$ cat src/rtl/accel_bus_regs.sv
// Register-file slave for the CPU accelerator bus: decodes 8 registers,
// launches the accelerator core and tracks busy/done/error and cycle count.
//
// state  | meaning
// IDLE   | waiting for bus_en & bus_start
// ACCESS | one cycle: read data registered, write committed on exit
// DONE   | bus_done high, hold until bus_start drops
module accel_bus_regs #(
    parameter int                DATA_W = 16,
    parameter logic [DATA_W-1:0] ACC_ID = 16'hA5C1
) (
    input  logic              clk,
    input  logic              rst,
    input  logic              bus_en,
    input  logic              bus_start,
    input  logic [1:0]        bus_rdwr,
    input  logic [2:0]        bus_regaddr,
    input  logic [DATA_W-1:0] bus_wdata,
    output logic [DATA_W-1:0] bus_rdata,
    output logic              bus_rdata_oe,
    output logic              bus_done,
    output logic              acc_start,
    input  logic              acc_busy,
    input  logic              acc_done,
    input  logic [DATA_W-1:0] acc_result,
    output logic [DATA_W-1:0] acc_src,
    output logic [DATA_W-1:0] acc_dst,
    output logic [DATA_W-1:0] acc_len,
    output logic              irq
);

    typedef enum logic [1:0] {
        IDLE   = 2'd0,
        ACCESS = 2'd1,
        DONE   = 2'd2
    } state_t;

    localparam logic [2:0] A_CTRL   = 3'd0;
    localparam logic [2:0] A_STATUS = 3'd1;
    localparam logic [2:0] A_SRC    = 3'd2;
    localparam logic [2:0] A_DST    = 3'd3;
    localparam logic [2:0] A_LEN    = 3'd4;
    localparam logic [2:0] A_RESULT = 3'd5;
    localparam logic [2:0] A_CYCLE  = 3'd6;
    localparam logic [2:0] A_ID     = 3'd7;

    state_t            state, next_state;
    logic [2:0]        addr_q;
    logic [1:0]        rdwr_q;
    logic [DATA_W-1:0] wdata_q;
    logic [DATA_W-1:0] src_q, dst_q, len_q, result_q, cycle_q;
    logic              irq_en_q, done_q, err_q;
    logic [DATA_W-1:0] rd_mux;
    logic              rd_req, wr_req, commit;
    logic              go_req, go_ok, go_bad, w1c_done, w1c_err;

    always_ff @(posedge clk or posedge rst) begin
        if (rst) state <= IDLE;
        else     state <= next_state;
    end

    always_comb begin
        next_state = state;
        case (state)
            IDLE:    if (bus_en && bus_start) next_state = ACCESS;
            ACCESS:  next_state = bus_en ? DONE : IDLE;
            DONE:    if (!bus_en || !bus_start) next_state = IDLE;
            default: next_state = IDLE;
        endcase
    end

    assign rd_req   = (rdwr_q == 2'b10);
    assign wr_req   = (rdwr_q == 2'b01);
    assign commit   = (state == ACCESS) && bus_en && wr_req;
    assign go_req   = commit && (addr_q == A_CTRL) && wdata_q[0];
    assign go_ok    = go_req && !acc_busy && (len_q != '0);
    assign go_bad   = go_req && !go_ok;
    assign w1c_done = commit && (addr_q == A_STATUS) && wdata_q[1];
    assign w1c_err  = commit && (addr_q == A_STATUS) && wdata_q[2];

    assign bus_done     = (state == DONE);
    assign bus_rdata_oe = (state == DONE) && rd_req;
    assign irq          = done_q & irq_en_q;
    assign acc_src      = src_q;
    assign acc_dst      = dst_q;
    assign acc_len      = len_q;

    always_comb begin
        rd_mux = '0;
        case (addr_q)
            A_CTRL:   rd_mux = {{(DATA_W-2){1'b0}}, irq_en_q, 1'b0};
            A_STATUS: rd_mux = {{(DATA_W-3){1'b0}}, err_q, done_q, acc_busy};
            A_SRC:    rd_mux = src_q;
            A_DST:    rd_mux = dst_q;
            A_LEN:    rd_mux = len_q;
            A_RESULT: rd_mux = result_q;
            A_CYCLE:  rd_mux = cycle_q;
            A_ID:     rd_mux = ACC_ID;
            default:  rd_mux = '0;
        endcase
    end

    // Request fields are captured at the sampling edge so the CPU may change them during ACCESS
    always_ff @(posedge clk or posedge rst) begin
        if (rst) begin
            addr_q  <= '0;
            rdwr_q  <= '0;
            wdata_q <= '0;
        end else if (state == IDLE && bus_en && bus_start) begin
            addr_q  <= bus_regaddr;
            rdwr_q  <= bus_rdwr;
            wdata_q <= bus_wdata;
        end
    end

    always_ff @(posedge clk or posedge rst) begin
        if (rst)                  bus_rdata <= '0;
        else if (state == ACCESS) bus_rdata <= (rd_req && bus_en) ? rd_mux : '0;
    end

    always_ff @(posedge clk or posedge rst) begin
        if (rst) begin
            src_q    <= '0;
            dst_q    <= '0;
            len_q    <= '0;
            irq_en_q <= 1'b0;
        end else if (commit) begin
            case (addr_q)
                A_CTRL:  irq_en_q <= wdata_q[1];
                A_SRC:   src_q    <= wdata_q;
                A_DST:   dst_q    <= wdata_q;
                A_LEN:   len_q    <= wdata_q;
                default: ;
            endcase
        end
    end

    always_ff @(posedge clk or posedge rst) begin
        if (rst) begin
            acc_start <= 1'b0;
            cycle_q   <= '0;
        end else begin
            acc_start <= go_ok;
            if (go_ok)                          cycle_q <= '0;
            else if (acc_busy && cycle_q != '1) cycle_q <= cycle_q + 1'b1;
        end
    end

    // Hardware set wins over a same-cycle write-1-clear
    always_ff @(posedge clk or posedge rst) begin
        if (rst) begin
            result_q <= '0;
            done_q   <= 1'b0;
            err_q    <= 1'b0;
        end else begin
            if (acc_done) result_q <= acc_result;
            if (acc_done)      done_q <= 1'b1;
            else if (w1c_done) done_q <= 1'b0;
            if (go_bad)       err_q <= 1'b1;
            else if (w1c_err) err_q <= 1'b0;
        end
    end

endmodule

$ cat config.mk
export PLATFORM = sky130hd
export DESIGN_NAME = accel_bus_regs
export DESIGN_NICKNAME = d
export VERILOG_FILES = /design/src/rtl/accel_bus_regs.sv
export SDC_FILE = /design/constraint.sdc
export NUM_CORES = 1
export LEC_CHECK = 0
export ABC_CLOCK_PERIOD_IN_PS = 8160
export CAP_MARGIN = 20
export CORE_ASPECT_RATIO = 0.9
export CORE_MARGIN = 1
export CORE_UTILIZATION = 56
export CTS_CLUSTER_SIZE = 14
export DETAILED_ROUTE_END_ITERATION = 10
export PLACE_DENSITY = 0.85
export SYNTH_ARGS = -nofsm -noshare
export SYNTH_HDL_FRONTEND = slang
export SYNTH_SLANG_ARGS = --single-unit
$ cat constraint.sdc
create_clock -name clk -period 8.16 [get_ports clk]
set_input_delay 0.816 -clock clk [delete_from_list [all_inputs] [get_ports clk]]
set_output_delay 0.816 -clock clk [all_outputs]
set_load 0.02 [all_outputs]
Word-level counts from Yosys, hierarchy flattened:

Cells that the tools add are included.

* reductions and logical operators: 32
* bitwise gates (word level): 1
* shifts and indexed selects: 0
* magnitude comparators: 0
* add/sub/neg operators: 1
* multiplexer cells: 12
* multipliers: 0
* equal/unequal tests: 14
* div/mod/pow operators: 0

Operators with widths (number)
* case mux 16 bit (8 select lines): 1
* 2-to-1 mux 16 bit: 3
* adder 16 x 1 -> 16 bit (second input constant): 1
* logical AND 1 bit: 16
* inequality test 16 bit (second input constant): 1
* nonzero test 16 bit: 1
* == test 3 bit (second input constant): 4
* AND reduction 2 bit: 5
* == test 3 x 2 -> 1 bit (second input constant): 2
* 2-to-1 mux 2 bit: 3
* case mux 2 bit (3 select lines): 1
* nonzero test 2 bit: 3
* == test 2 x 1 -> 1 bit (second input constant): 2
* == test 2 bit (second input constant): 2
* logical NOT 1 bit: 4
* 2-to-1 mux 1 bit: 4
* == test 3 x 1 -> 1 bit (second input constant): 1
* logical NOT 3 bit: 1
* logical NOT 2 bit: 1
* inequality test 2 x 1 -> 1 bit (second input constant): 1
* inequality test 2 bit (second input constant): 1
* AND 1 bit: 1
* logical OR 1 bit: 1

* memories: 0
* register bits: 123
* memory bits (read-only): 0
* word-level logic and storage cells: 74
* input port bits: 43
* memory bits (writable): 0
* latch bits: 0

Depth between registers and ports, before layout:

* word-level depth: 10
* mapped depth: 8

Worst setup path after synthesis:

OpenSTA, ideal clock, no wires.

* kind: input port to flip-flop
* start: input acc_busy
* end: register cycle_q[12]
* stages: 5
* path buffers: 1
* setup slack: 6.051 ns
* data arrival time: 2.031 ns
* cells stage by stage: buf_2 nand4_1 or3_1 or4_1 a21oi_1

* cells in the longest elaborated chain, start to end: 4
* elaborated cells on any way between the ends: 6
* those cells by class: 1 x mux; 5 x reduce/logical

RTL lines
* start, declared: RTL line 23 `input logic acc_busy,`
* logical NOT 1 bit: RTL line 76 `assign go_ok = go_req && !acc_busy && (len_q != '0);`
* logical AND 1 bit (2 in a row): RTL line 76
* 2-to-1 mux 16 bit or nonzero test 2 bit (tied branches)
* end signal, assigned: RTL line 145 `else if (acc_busy && cycle_q != '1) cycle_q <= cycle_q + 1'b1;`
* end, declared: RTL line 51 `logic [DATA_W-1:0] src_q, dst_q, len_q, result_q, cycle_q;`

Several ways; a longest one is shown, not always the timed one.
A chain may end at the register's enable or synchronous reset.

Worst setup path after layout:

* start: register addr_q[2]
* end: register len_q[9] (netlist: acc_len[9])

* cells in the longest elaborated chain, start to end: 2

RTL lines
* start, declared: RTL line 48 `logic [2:0] addr_q;`
* start signal, assigned: RTL line 110 `addr_q <= bus_regaddr;`
* == test 3 bit: RTL line 128 `case (addr_q)`
* AND reduction 2 bit (no source line)
* end signal, assigned: RTL line 132 `A_LEN: len_q <= wdata_q;`
* end, declared: RTL line 51

No other way between the ends.

==> results.md <==
* Status: complete, no violations
* CTS root buffer: clkbuf_16
* Dpl cells at 682
* Required @ worst endpoint at 8450 ps
* Clock-pin slew on the worst setup and hold paths at 60 ps
* DRT Wirelength at 15.7 mm
* DIE AREA at 10700 µm²
* Clock buffer depth at 2
* Seq/Total Area, Yosys at 0.536
* Critical path fanouts, max at 49
* Max-slew violations at 0
* Antenna-violating nets left at 0
* Max cap viols at 0
* Clk sinks at 123
* Final hold slack at 485 ps
* Port Buffers at 110
* Initial Util at 0.585
* Final number of setup-violating endpoints at 0
* GPL Wtd Cong at 0.872
* Slew @ Worst Pin at 1100 ps
* Global-route wire length before repair at 25.1 mm
* Die width at 109 µm
* Area grow syn2layout at 29.7%
* Nets at 620
* Setup bufs post-CTS at 0
* RSZ-0062 raised after global routing: no
* Final Hold Viols at 0
* Max H-tree Level at 4
* Slew headroom at 0.262
* TritonCTS clock tree: built
* Async SR Flop Fraction at 1.00
* Dpl hpwl at 9.90 mm
* Crit-path cells: nor2b_1, nand3b_4, mux2_2
* FILL cells at 627
* P per Cell Area at 262 nW/µm²
* # resized after CTS at 0
* N_diodes at 0
* Crit-path max cell delay at 1040 ps
* Post-route setup slack at 5180 ps
* Netlist Area Pre-Place at 5750 µm²
* Setup crit start kind: flop
* Largest net degree at the start of global routing at 67
* I/O pins at 111
* Remaining DRCs at 0
* First-pass DRT Iterations at 5
* Critical path class: flop to flop
* Mean Syn Cell Area at 12.1 µm²
* Final TNS setup at 0 ps
* Hold Path Class: flop to flop
* Share of layout cells above drive strength 1 at 0.226
* Worst-skew pair later-pin latency at 420 ps
* Yosys reg bits at 123
* Buf+Inv Stages, Crit Path at 0
* Clk_skew at 9.00 ps
* Non-filler cells, final at 715
* Cts hold-fix bufs at 0
* CP endpoint kind: flop
* Final min period at 2980 ps
* Worst path slowest cell: dfrtp_2
* Fin util at 0.759
* Global-route usage over all layers at 0.316
* CTS buffer count at 17
* Most common flop cell mapped by yosys: dfrtp_1
* Syn Nets at 518
* # rows at 34
* Drt wl/cell at 22.0 µm
* Grt ovf at 0
* Initial antenna violation count at 0
* Vias in the first global route at 4731
* Cell count after synthesis at 474
* Via density at 6.32
* DRT iter0 DRCs at 337
* Synth cell types at 54
* CP arrival at 3270 ps
* Vias post-DR at 4522
* Worst path top cell family by delay: simple AND/OR/NAND/NOR gates
* Synthesis Warnings at 0
* Setup WS pre-CTS at 5170 ps
* Number of synthesized flops with an enable pin at 0
* Max VDD drop at 0.200 mV
* Core Area at 9830 µm²
* Final period utilization at 0.365
* Die height at 98.1 µm
* Leak pwr at 3.20 nW
* Fmax at 336 MHz
[state kept, by name, summed over array words and instances (netlist names)]
register and count:
acc_dst 16, acc_len 16, acc_src 16, acc_start 1, addr_q 3, bus_rdata 16
cycle_q 16, done_q 1, err_q 1, irq_en_q 1, rdwr_q 2, result_q 16
state 2, wdata_q 16
[area by class of cell]
class	count	area, µm²	share of cell area
clock buffer	20	457	0.0613
clock inverter	12	115	0.0154
inverter	6	25.0	0.00336
multi-input combinational	313	2480	0.333
sequential	123	3080	0.413
tap	126	158	0.0211
timing repair buffer	115	1140	0.153
[cells in the mapped netlist, drive strengths merged, types with 2 or more instances]
cell type	number	area [µm²]
nor4bb	2	35.0
o21ai	31	155
nand4	7	50.1
nand2	31	116
buf	17	111
nor3	6	30.0
a211oi	7	52.6
or3	5	31.3
a221oi	2	17.5
a221o	3	30.0
a21oi	30	150
a32oi	3	26.3
and4	2	17.5
mux2i	15	150
nand2b	3	18.8
a22o	7	61.3
or2	2	12.5
nand3	12	85.1
a21boi	2	15.0
nor2b	4	25.0
nor2	7	26.3
nor4	7	50.1
a311oi	2	17.5
o31ai	9	67.6
dfrtp	123	3080
mux2	85	980
inv	6	22.5
o2bb2ai	2	17.5
clkbuf	15	56.3
or4	8	60.1
and3	3	18.8
o41ai	3	26.3
nand3b	3	35.0
[worst reg2reg max path, stage by stage, from the launching register on]
cell,delay (ps)
dfrtp_2,1040
nor2b_1,960
nand3b_4,430
mux2_2,430
[final timing paths]
path | startpoint | endpoint | slack (ps) | cells past startpoint
worst max-delay path | addr_q[2] | acc_len[9] | 5180 | 3
min in group asynchronous | rst | result_q[7] | 860 | 2
max in group asynchronous | rst | addr_q[2] | 5920 | 3
worst max register to register | addr_q[2] | acc_len[9] | 5180 | 3
worst min register to register | bus_rdata[11] | bus_rdata[11] | 480 | 2
worst min-delay path | bus_rdata[11] | bus_rdata[11] | 480 | 2
[through the flow]
stage / total power, mW / instance area, µm²
3_3_place_gp: 1.21 / 6880
6_report: 1.95 / 7450
3_5_place_dp: 1.22 / 6880
5_1_grt: 2.02 / 7450
2_1_floorplan: 1.04 / 5750
4_1_cts: 1.95 / 7450
[cells in the final DEF (no fill, tap or decap), drive strengths merged, types with 2 or more instances in the layout]
master / instances
clkinvlp: 3
clkbuf: 20
or4: 8
mux2: 85
nor4: 7
a21boi: 2
a211oi: 7
a221o: 3
a22o: 7
a311oi: 2
o2bb2ai: 2
inv: 8
nor3: 6
a32oi: 3
nand3b: 3
dfrtp: 123
nor4bb: 2
nand2: 31
nor2b: 4
nand3: 12
o31ai: 9
nor2: 7
a221oi: 2
or3: 5
buf: 5
mux2i: 15
and3: 3
or2: 2
o21ai: 31
nand2b: 3
nand4: 7
o41ai: 3
and4: 2
clkdlybuf4s50: 110
clkinv: 6
a21oi: 30
[routing by layer]
metal	share of wire	vias up	track usage
li1	-	1980	-
met1	0.43	2290	0.440
met2	0.47	216	0.481
met3	0.071	36	0.0721
met4	0.024	0	0.126
met5	0	-	0
[cells by family after synthesis]
family                   Yosys count  synth area share
AND/OR/NAND/NOR                  106             0.112
AO/OA/AOI/OAI                    105             0.116
adder cells (fa/ha/maj)            1           0.00218
multiplexers                     101             0.201
flip-flops                       123             0.536
buffers and inverters             38            0.0331
[power breakdown]
part	switching [mW]	total, mW	internal [mW]
clock	0.286	0.723	0.437
sequential	0.121	0.815	0.694
combinational	0.203	0.413	0.210
No activity file was read; power rests on OpenSTA's default activity.
